<file path="config.mk">
export PLATFORM = sky130hd
export DESIGN_NAME = riscv_pert_cfg_master
export DESIGN_NICKNAME = d
export VERILOG_FILES = /design/src/rtl/riscv_pert_cfg_master.sv
export SDC_FILE = /design/constraint.sdc
export NUM_CORES = 1
export LEC_CHECK = 0
export BUFFER_PORTS_ARGS = -buffer_cell sky130_fd_sc_hd__buf_2
export CORE_MARGIN = 1.5
export CORE_UTILIZATION = 53
export DETAILED_ROUTE_END_ITERATION = 10
export GPL_ROUTABILITY_DRIVEN = 0
export PLACE_DENSITY = 0.76
export SLEW_MARGIN = 20
export SYNTH_ARGS = -nofsm -noshare
export SYNTH_HDL_FRONTEND = slang
export SYNTH_SLANG_ARGS = --single-unit
</file>
<file path="constraint.sdc">
create_clock -name clk_i -period 4.6 [get_ports clk_i]
set_clock_uncertainty 0.2 [all_clocks]
set_input_delay 1.38 -clock clk_i [delete_from_list [all_inputs] [get_ports clk_i]]
set_output_delay 1.38 -clock clk_i [all_outputs]
set_load 0.02 [all_outputs]
</file>
<file path="src/rtl/riscv_pert_cfg_master.sv">
// Debug-bus initiator for the perturbation unit: queues register read/write commands
// and runs them one at a time on the req/gnt/rvalid port at base 0x0600.
//
// state   | meaning
// IDLE    | waiting for a queued command; pops the FIFO head on exit
// REQ     | dbg_req_o high, waiting for dbg_gnt_i (or timeout)
// WAIT_RV | granted, waiting for dbg_rvalid_i (or timeout)
// RSP     | one-cycle response pulse, then back to IDLE
module riscv_pert_cfg_master #(
    parameter int CMD_DEPTH = 4,
    parameter int PERT_REGS = 15,
    parameter int TIMEOUT   = 255
) (
    input  logic        clk_i,
    input  logic        rst_ni,
    input  logic        cmd_valid_i,
    output logic        cmd_ready_o,
    input  logic        cmd_we_i,
    input  logic [3:0]  cmd_idx_i,
    input  logic [31:0] cmd_wdata_i,
    output logic        rsp_valid_o,
    output logic        rsp_we_o,
    output logic [3:0]  rsp_idx_o,
    output logic [31:0] rsp_rdata_o,
    output logic        rsp_err_o,
    output logic        dbg_req_o,
    input  logic        dbg_gnt_i,
    input  logic        dbg_rvalid_i,
    output logic        dbg_we_o,
    output logic [14:0] dbg_addr_o,
    output logic [31:0] dbg_wdata_o,
    input  logic [31:0] dbg_rdata_i,
    output logic        busy_o
);

    localparam int PW = (CMD_DEPTH > 1) ? $clog2(CMD_DEPTH) : 1;
    localparam int CW = PW + 1;
    localparam int TW = $clog2(TIMEOUT + 1);
    localparam int EW = 37;
    localparam logic [4:0]    PERT_REGS_W = 5'(PERT_REGS);
    localparam logic [TW-1:0] TMO_LAST    = TW'(TIMEOUT - 1);

    typedef enum logic [1:0] {IDLE, REQ, WAIT_RV, RSP} state_t;

    state_t            state_q, state_d;
    logic [EW-1:0]     mem_q [CMD_DEPTH];
    logic [EW-1:0]     mem_d [CMD_DEPTH];
    logic [PW-1:0]     wr_ptr_q, wr_ptr_d, rd_ptr_q, rd_ptr_d;
    logic [CW-1:0]     count_q, count_d;
    logic [TW-1:0]     tmo_q, tmo_d;
    logic              cmd_we_q, cmd_we_d;
    logic [3:0]        cmd_idx_q, cmd_idx_d;
    logic [31:0]       cmd_wdata_q, cmd_wdata_d;
    logic [31:0]       rdata_q, rdata_d;
    logic              err_q, err_d;
    logic              push, pop, empty, full;
    logic [EW-1:0]     head;

    assign empty       = (count_q == '0);
    assign full        = (count_q == CW'(CMD_DEPTH));
    assign cmd_ready_o = !full;
    assign push        = cmd_valid_i && !full;
    assign head        = mem_q[rd_ptr_q];
    assign busy_o      = (state_q != IDLE) || !empty;

    always_comb begin
        mem_d = mem_q;
        if (push) mem_d[wr_ptr_q] = {cmd_we_i, cmd_idx_i, cmd_wdata_i};
        wr_ptr_d = push ? wr_ptr_q + 1'b1 : wr_ptr_q;
        rd_ptr_d = pop  ? rd_ptr_q + 1'b1 : rd_ptr_q;
        count_d  = count_q + CW'(push) - CW'(pop);
    end

    always_ff @(posedge clk_i) begin
        mem_q <= mem_d;
    end

    always_ff @(posedge clk_i) begin
        if (!rst_ni) begin
            state_q     <= IDLE;
            wr_ptr_q    <= '0;
            rd_ptr_q    <= '0;
            count_q     <= '0;
            tmo_q       <= '0;
            cmd_we_q    <= 1'b0;
            cmd_idx_q   <= '0;
            cmd_wdata_q <= '0;
            rdata_q     <= '0;
            err_q       <= 1'b0;
        end else begin
            state_q     <= state_d;
            wr_ptr_q    <= wr_ptr_d;
            rd_ptr_q    <= rd_ptr_d;
            count_q     <= count_d;
            tmo_q       <= tmo_d;
            cmd_we_q    <= cmd_we_d;
            cmd_idx_q   <= cmd_idx_d;
            cmd_wdata_q <= cmd_wdata_d;
            rdata_q     <= rdata_d;
            err_q       <= err_d;
        end
    end

    // Timeout counter restarts on entry to REQ and WAIT_RV and counts cycles spent there.
    always_comb begin
        state_d     = state_q;
        pop         = 1'b0;
        tmo_d       = tmo_q;
        cmd_we_d    = cmd_we_q;
        cmd_idx_d   = cmd_idx_q;
        cmd_wdata_d = cmd_wdata_q;
        rdata_d     = rdata_q;
        err_d       = err_q;
        case (state_q)
            IDLE: begin
                if (!empty) begin
                    pop         = 1'b1;
                    cmd_we_d    = head[36];
                    cmd_idx_d   = head[35:32];
                    cmd_wdata_d = head[31:0];
                    rdata_d     = '0;
                    tmo_d       = '0;
                    if ({1'b0, head[35:32]} >= PERT_REGS_W) begin
                        err_d   = 1'b1;
                        state_d = RSP;
                    end else begin
                        err_d   = 1'b0;
                        state_d = REQ;
                    end
                end
            end
            REQ: begin
                if (dbg_gnt_i) begin
                    tmo_d   = '0;
                    state_d = WAIT_RV;
                end else if (tmo_q == TMO_LAST) begin
                    err_d   = 1'b1;
                    state_d = RSP;
                end else begin
                    tmo_d = tmo_q + 1'b1;
                end
            end
            WAIT_RV: begin
                if (dbg_rvalid_i) begin
                    rdata_d = cmd_we_q ? 32'h0 : dbg_rdata_i;
                    state_d = RSP;
                end else if (tmo_q == TMO_LAST) begin
                    err_d   = 1'b1;
                    state_d = RSP;
                end else begin
                    tmo_d = tmo_q + 1'b1;
                end
            end
            RSP:     state_d = IDLE;
            default: state_d = IDLE;
        endcase
    end

    always_comb begin
        dbg_req_o   = 1'b0;
        dbg_we_o    = 1'b0;
        dbg_addr_o  = '0;
        dbg_wdata_o = '0;
        rsp_valid_o = 1'b0;
        rsp_we_o    = 1'b0;
        rsp_idx_o   = '0;
        rsp_rdata_o = '0;
        rsp_err_o   = 1'b0;
        case (state_q)
            REQ: begin
                dbg_req_o   = 1'b1;
                dbg_we_o    = cmd_we_q;
                dbg_addr_o  = {1'b0, 6'b000110, 2'b00, cmd_idx_q, 2'b00};
                dbg_wdata_o = cmd_wdata_q;
            end
            RSP: begin
                rsp_valid_o = 1'b1;
                rsp_we_o    = cmd_we_q;
                rsp_idx_o   = cmd_idx_q;
                rsp_rdata_o = rdata_q;
                rsp_err_o   = err_q;
            end
            default: ;
        endcase
    end

endmodule

</file>
==> qor.csv, run 1 <==
metric;value;unit
htree_levels;1;
root_buffer;clkbuf_16;
maxCapViolCount;0;
slew_viol_final;0;
start_kind;flop;
final_cell_mix;buf_2 (154), edfxtp_1 (148), nand2_1 (118), dfxtp_1 (85), and2_1 (79);
cts_setup_buffers;0;
grt_pass1_wl;30.61;mm
hpwlAfterDp;12.14;mm
yosysWarnings;0;
tns;0;ns
worst_setup_path_end_kind;output port;
relSlewSlack;30.11;%
arrival;2.14;ns
layout_commonest_cell;buf_2;
drive_gt1_share;28.80;%
numPlacedInstances;1070;
setup_violations;0;
critPathRequiredTime;3.02;ns
wire_per_inst;17.75;um
fin_cells;1115;
p_leak;4.187;nW
antenna_found_initial;2;
floorplan.die_area;18640;um^2
viasPerCell;5.404;
r2r_start;state_q[0]$_SDFFE_PN0P_;
overflow;0;
fin_crit;3.724;ns
cts_buffers;24;
drt_iter0_markers;382;
clkSlewWorstSetupHoldPaths;0.06;ns
io_pins;164;
cts_hold_buf;0;
syn_area;9448;um^2
crit_end;dbg_wdata_o[22];
core;17360;um^2
drc_errors;0;
port_buffers;154;
status;completed;
cts_tree;yes;
drtPass1Iterations;5;
synth_cells;729;
synth_flop_cell;edfxtp_1;
crit_path_max_fanout;31;
hold_path_class;flop to flop;
vdd_drop_max;0.4309;mV
grt_max_degree;48;
period_share;80.96;%
synthArstFlopShare;0;%
timing.rr.end;count_q[2]$_SDFF_PN0_;
final_nets;959;
synth_seq_area_share;65.47;%
path_class;flop to output port;
cts.sinks;235;
crit_start;state_q[1]$_SDFFE_PN0P_;
routed_wl;19.80;mm
worst_slew_pin_slew;1.048;ns
rsz0062_at_grt;false;
p_per_area;574.5;nW/um^2
area_growth;18.71;%
routed-via-count;6026;
placementRows;48;
clock_latency;0.53;ns
synth_edf_count;148;
dieWidth;136.5;um
ctsLongestPathBuffers;3;
initial_core_util;54.43;%
synth_cell_type_count;44;
globalRouteTotalUtil;21.33;%
drtAntennaViolNets;0;
ys_ff_latch;235;
fp.dieH;136.5;um
grt_pass1_vias;5739;
post_cts_resized;0;
syn-mean-instance-area;12.96;um^2
max_freq;268.5;MHz
reg2reg_depth;12;
reg2reg_slack;1.60;ns
finalHoldViolCount;0;
worst max-delay path, cell delays in order, from the launching register on:
cell and delay, ns:
dfxtp_1 0.34, inv_1 0.12, ha_1 0.41, buf_4 0.39, and2_1 0.20, buf_2 0.16
kinds of logic (layout without fill, tap and decap cells):
kind of cell	count (synthesis)	in the layout	synth area share, %
AO/OA/AOI/OAI	100	100	5.774
XOR/XNOR	5	5	0.4635
adder cells (fa/ha/maj)	14	14	1.934
buffers and inverters	69	221	3.311
flip-flops	235	235	65.47
multiplexers	37	37	8.820
other	1	10	0.03969
AND/OR/NAND/NOR	268	268	14.18
registers in the layout, indices dropped and copies added, names as in the netlist:
name	count
mem_q	148
cmd_wdata_q	32
rdata_q	32
tmo_q	8
cmd_idx_q	4
count_q	3
rd_ptr_q	2
state_q	2
wr_ptr_q	2
cmd_we_q	1
err_q	1
cell type report:
| class | instances | area [um^2] |
|---|---|---|
| multi-input combinational | 433 | 3007 |
| tap | 225 | 281.5 |
| inverter | 13 | 48.80 |
| fill | 1328 | 6141 |
| sequential | 235 | 6188 |
| timing repair buffer | 164 | 845.8 |
| clock buffer | 27 | 621.8 |
| antenna | 1 | 2.502 |
| clock inverter | 17 | 220.2 |
Yosys cell counts, types with 3 or more instances:
cell / count / area share [%]
a21oi_1: 76 / 4.0
a31oi_1: 4 / 0.26
and2_1: 79 / 5.2
and3_1: 5 / 0.33
buf_1: 5 / 0.20
buf_2: 7 / 0.37
buf_4: 12 / 0.95
clkbuf_1: 32 / 1.3
dfxtp_1: 87 / 18
edfxtp_1: 148 / 47
ha_1: 13 / 1.7
inv_1: 13 / 0.52
mux4_2: 37 / 8.8
nand2_1: 118 / 4.7
nand3_1: 37 / 2.0
nand4_1: 5 / 0.33
nor2_1: 6 / 0.24
nor2b_1: 3 / 0.20
nor3_1: 4 / 0.21
o21ai_0: 5 / 0.26
xnor2_1: 4 / 0.37
power breakdown:
group / internal, W / switching [W]
Combinational: 0.000609 / 0.00106
Clock: 0.00121 / 0.000810
Sequential: 0.00256 / 0.000192
Total: 0.00438 / 0.00206
per-layer routing:
layer,wire (um),vias to the layer above,GRT usage (%)
met2,9491,210,36.66
li1,-,2886,-
met4,267,2,4.078
met5,12,-,0
met1,8503,2908,27.97
met3,1520,20,4.963
worst min-delay path by stage:
| stage | depth (start not counted) | startpoint | slack [ns] | to |
|---|---|---|---|---|
| 5_1_grt | 2 | rdata_q[8]$_SDFFE_PN0P_ | 0.26 | rdata_q[8]$_SDFFE_PN0P_ |
| 6_report | 2 | rdata_q[5]$_SDFFE_PN0P_ | 0.25 | rdata_q[5]$_SDFFE_PN0P_ |
| 3_5_place_dp | 2 | rdata_q[5]$_SDFFE_PN0P_ | 0.24 | rdata_q[5]$_SDFFE_PN0P_ |
| 2_1_floorplan | 2 | rdata_q[0]$_SDFFE_PN0P_ | 0.23 | rdata_q[0]$_SDFFE_PN0P_ |
| 3_3_place_gp | 2 | rdata_q[3]$_SDFFE_PN0P_ | 0.23 | rdata_q[3]$_SDFFE_PN0P_ |
| 4_1_cts | 2 | rdata_q[5]$_SDFFE_PN0P_ | 0.25 | rdata_q[5]$_SDFFE_PN0P_ |
per-stage QoR:
step / instance area (um^2) / hold WS [ns] / util (%) / setup slack, ns / total power (W)
2_1_floorplan: 9478 / 0.2273 / - / 1.510 / 0.003964
3_3_place_gp: 10370 / 0.2336 / 59.74 / 1.293 / 0.004448
3_5_place_dp: 10370 / 0.2407 / 59.74 / 1.269 / 0.004488
4_1_cts: 11210 / 0.2489 / 64.59 / 0.6871 / 0.006516
5_1_grt: 11210 / 0.2613 / 64.61 / 0.7325 / 0.006771
6_report: 11220 / 0.2459 / 64.62 / 0.8760 / 0.006443
Power figures use the tool's default switching activity.
==> run 2: changes to the inputs <==
--- a/config.mk
+++ b/config.mk
@@ -7,10 +7,10 @@
 export LEC_CHECK = 0
 export BUFFER_PORTS_ARGS = -buffer_cell sky130_fd_sc_hd__buf_2
 export CORE_MARGIN = 1.5
-export CORE_UTILIZATION = 53
+export CORE_UTILIZATION = 50
 export DETAILED_ROUTE_END_ITERATION = 10
 export GPL_ROUTABILITY_DRIVEN = 0
-export PLACE_DENSITY = 0.76
+export PLACE_DENSITY = 0.75
 export SLEW_MARGIN = 20
 export SYNTH_ARGS = -nofsm -noshare
 export SYNTH_HDL_FRONTEND = slang
==> constraint.sdc (replaced) <==
create_clock -name clk_i -period 3.2 [get_ports clk_i]
set_clock_uncertainty 0.2 [all_clocks]
set_input_delay 0.96 -clock clk_i [delete_from_list [all_inputs] [get_ports clk_i]]
set_output_delay 0.96 -clock clk_i [all_outputs]
set_load 0.02 [all_outputs]
==> run 2 against run 1 <==
  * Non-clock buffer count increased by 8
  * Die area increased by 5.9%
  * Sequential share of layout area decreased by 0.55 points
  * Power increased by 41%
  * Critical path depth unchanged
  * Worst setup slack got worse by 0.78 ns
  * Critical path type unchanged
  * Critical endpoint is now dbg_wdata_o[0]
  * Largest power group unchanged
==> qor.csv, run 2 (same netlist as run 1, synthesis figures left out) <==
metric;value;unit
maxCapViolCount;0;
grt_max_degree;56;
regMostFlops;mem_q;
setup_ws;0.09667;ns
critPathRequiredTime;2.04;ns
clkSlewWorstSetupHoldPaths;0.06;ns
drt_iter0_markers;324;
cp_slowest_cell;ha_2;
area_growth;19.92;%
final_cell_mix;buf_2 (154), edfxtp_1 (148), nand2_1 (118), dfxtp_1 (85), and2_1 (79);
fin_cells;1135;
grt_pass1_wl;30.81;mm
fin_crit;3.103;ns
top_regs;mem_q: 148 flops, cmd_wdata_q: 32 flops, rdata_q: 32 flops;
largest_reg_flops;148;
final_core_util;60.77;%
ctsLongestPathBuffers;3;
wire_per_inst;17.10;um
drc_errors;0;
cts.sinks;235;
arrival;1.94;ns
final_nets;967;
port_buffers;154;
tns;0;ns
crit_path_max_fanout;32;
grt_pass1_vias;5969;
setup_violations;0;
antenna_found_initial;3;
worst_setup_path_end_kind;output port;
drtAntennaViolNets;0;
status;completed;
cts_hold_buf;0;
io_pins;164;
initial_core_util;50.68;%
hpwlAfterDp;12.34;mm
htree_levels;1;
wl_met1;8.310;mm
p_leak;4.219;nW
wl_met2;9.335;mm
p_per_area;804.4;nW/um^2
drtPass1Iterations;4;
hold_path_class;flop to flop;
critPathBufInv;3;
root_buffer;clkbuf_16;
max_freq;322.2;MHz
start_kind;flop;
core;18640;um^2
crit_chain;inv_1 > ha_2 > buf_12 > and2_1 > buf_2;
cp_slowest_stage_delay;0.38;ns
finalHoldViolCount;0;
numPlacedInstances;1086;
rsz0062_at_grt;false;
relSlewSlack;61.27;%
period_share;96.98;%
clock_latency;0.53;ns
routed-via-count;6037;
top_layer_used;met4;
floorplan.die_area;19730;um^2
dieWidth;140.5;um
path_class;flop to output port;
layout_commonest_cell;buf_2;
cts_tree;yes;
placementRows;50;
cts_buffers;24;
fp.dieH;140.5;um
dr_wl_met3;1.356;mm
worst_slew_pin_slew;0.5778;ns
holdWs;0.2475;ns
slew_viol_final;0;
vdd_drop_max;0.5460;mV
pre_cts_ws;0.2876;ns
viasPerCell;5.319;
path_delay_family;buffers and inverters;
routed_wl;19.40;mm
drive_gt1_share;28.76;%
overflow;0;
globalRouteTotalUtil;19.76;%
[run 2: metrics by stage]
stage | cell area (um^2) | power, W
global placement | 10520 | 0.006442
finish | 11330 | 0.009114
floorplan | 9478 | 0.005699
CTS | 11310 | 0.009223
detailed placement | 10520 | 0.006505
global route | 11320 | 0.009618
[run 2: cell type report]
| cell class | instances | area [um^2] |
|---|---|---|
| well taps | 234 | 292.8 |
| clock inverters | 9 | 95.09 |
| diodes | 4 | 10.01 |
| inverters | 13 | 48.80 |
| fillers | 1467 | 7313 |
| repair buffers | 172 | 993.5 |
| clock buffers | 35 | 685.7 |
| multi-input cells | 433 | 3015 |
| flip-flops and latches | 235 | 6188 |
[run 2: layer usage]
layer | up-vias | global-route usage, %
met2 | 184 | 34.16
met4 | 0 | 5.044
met3 | 29 | 4.581
li1 | 2910 | -
met1 | 2914 | 25.31
met5 | - | 0
[run 2: what timing repair did]
action,in CTS,in global routing
hold endpoints to repair,0,0
setup buffers,0,1
endpoints found under the setup margin,1,1
gates resized for setup,1,0
[run 2: path summary, 6_finish.rpt]
check / from / endpoint / slack, ns / cells past startpoint
worst max register to register: count_q[2]$_SDFF_PN0_ / count_q[2]$_SDFF_PN0_ / 0.54 / 10
worst min-delay path: rdata_q[25]$_SDFFE_PN0P_ / rdata_q[25]$_SDFFE_PN0P_ / 0.25 / 2
worst max-delay path: state_q[1]$_SDFFE_PN0P_ / dbg_wdata_o[0] / 0.1 / 5
worst min register to register: rdata_q[25]$_SDFFE_PN0P_ / rdata_q[25]$_SDFFE_PN0P_ / 0.25 / 2
[run 2: power breakdown]
group          internal (W)  switching (W)
combinational      0.000951        0.00157
sequential          0.00368       0.000217
clock               0.00158        0.00112
total               0.00621        0.00291
[run 2: worst min-delay path: stages, from the launching register on]
cell     delay [ns]
dfxtp_1        0.30
nand2_1        0.05
a21oi_1        0.05
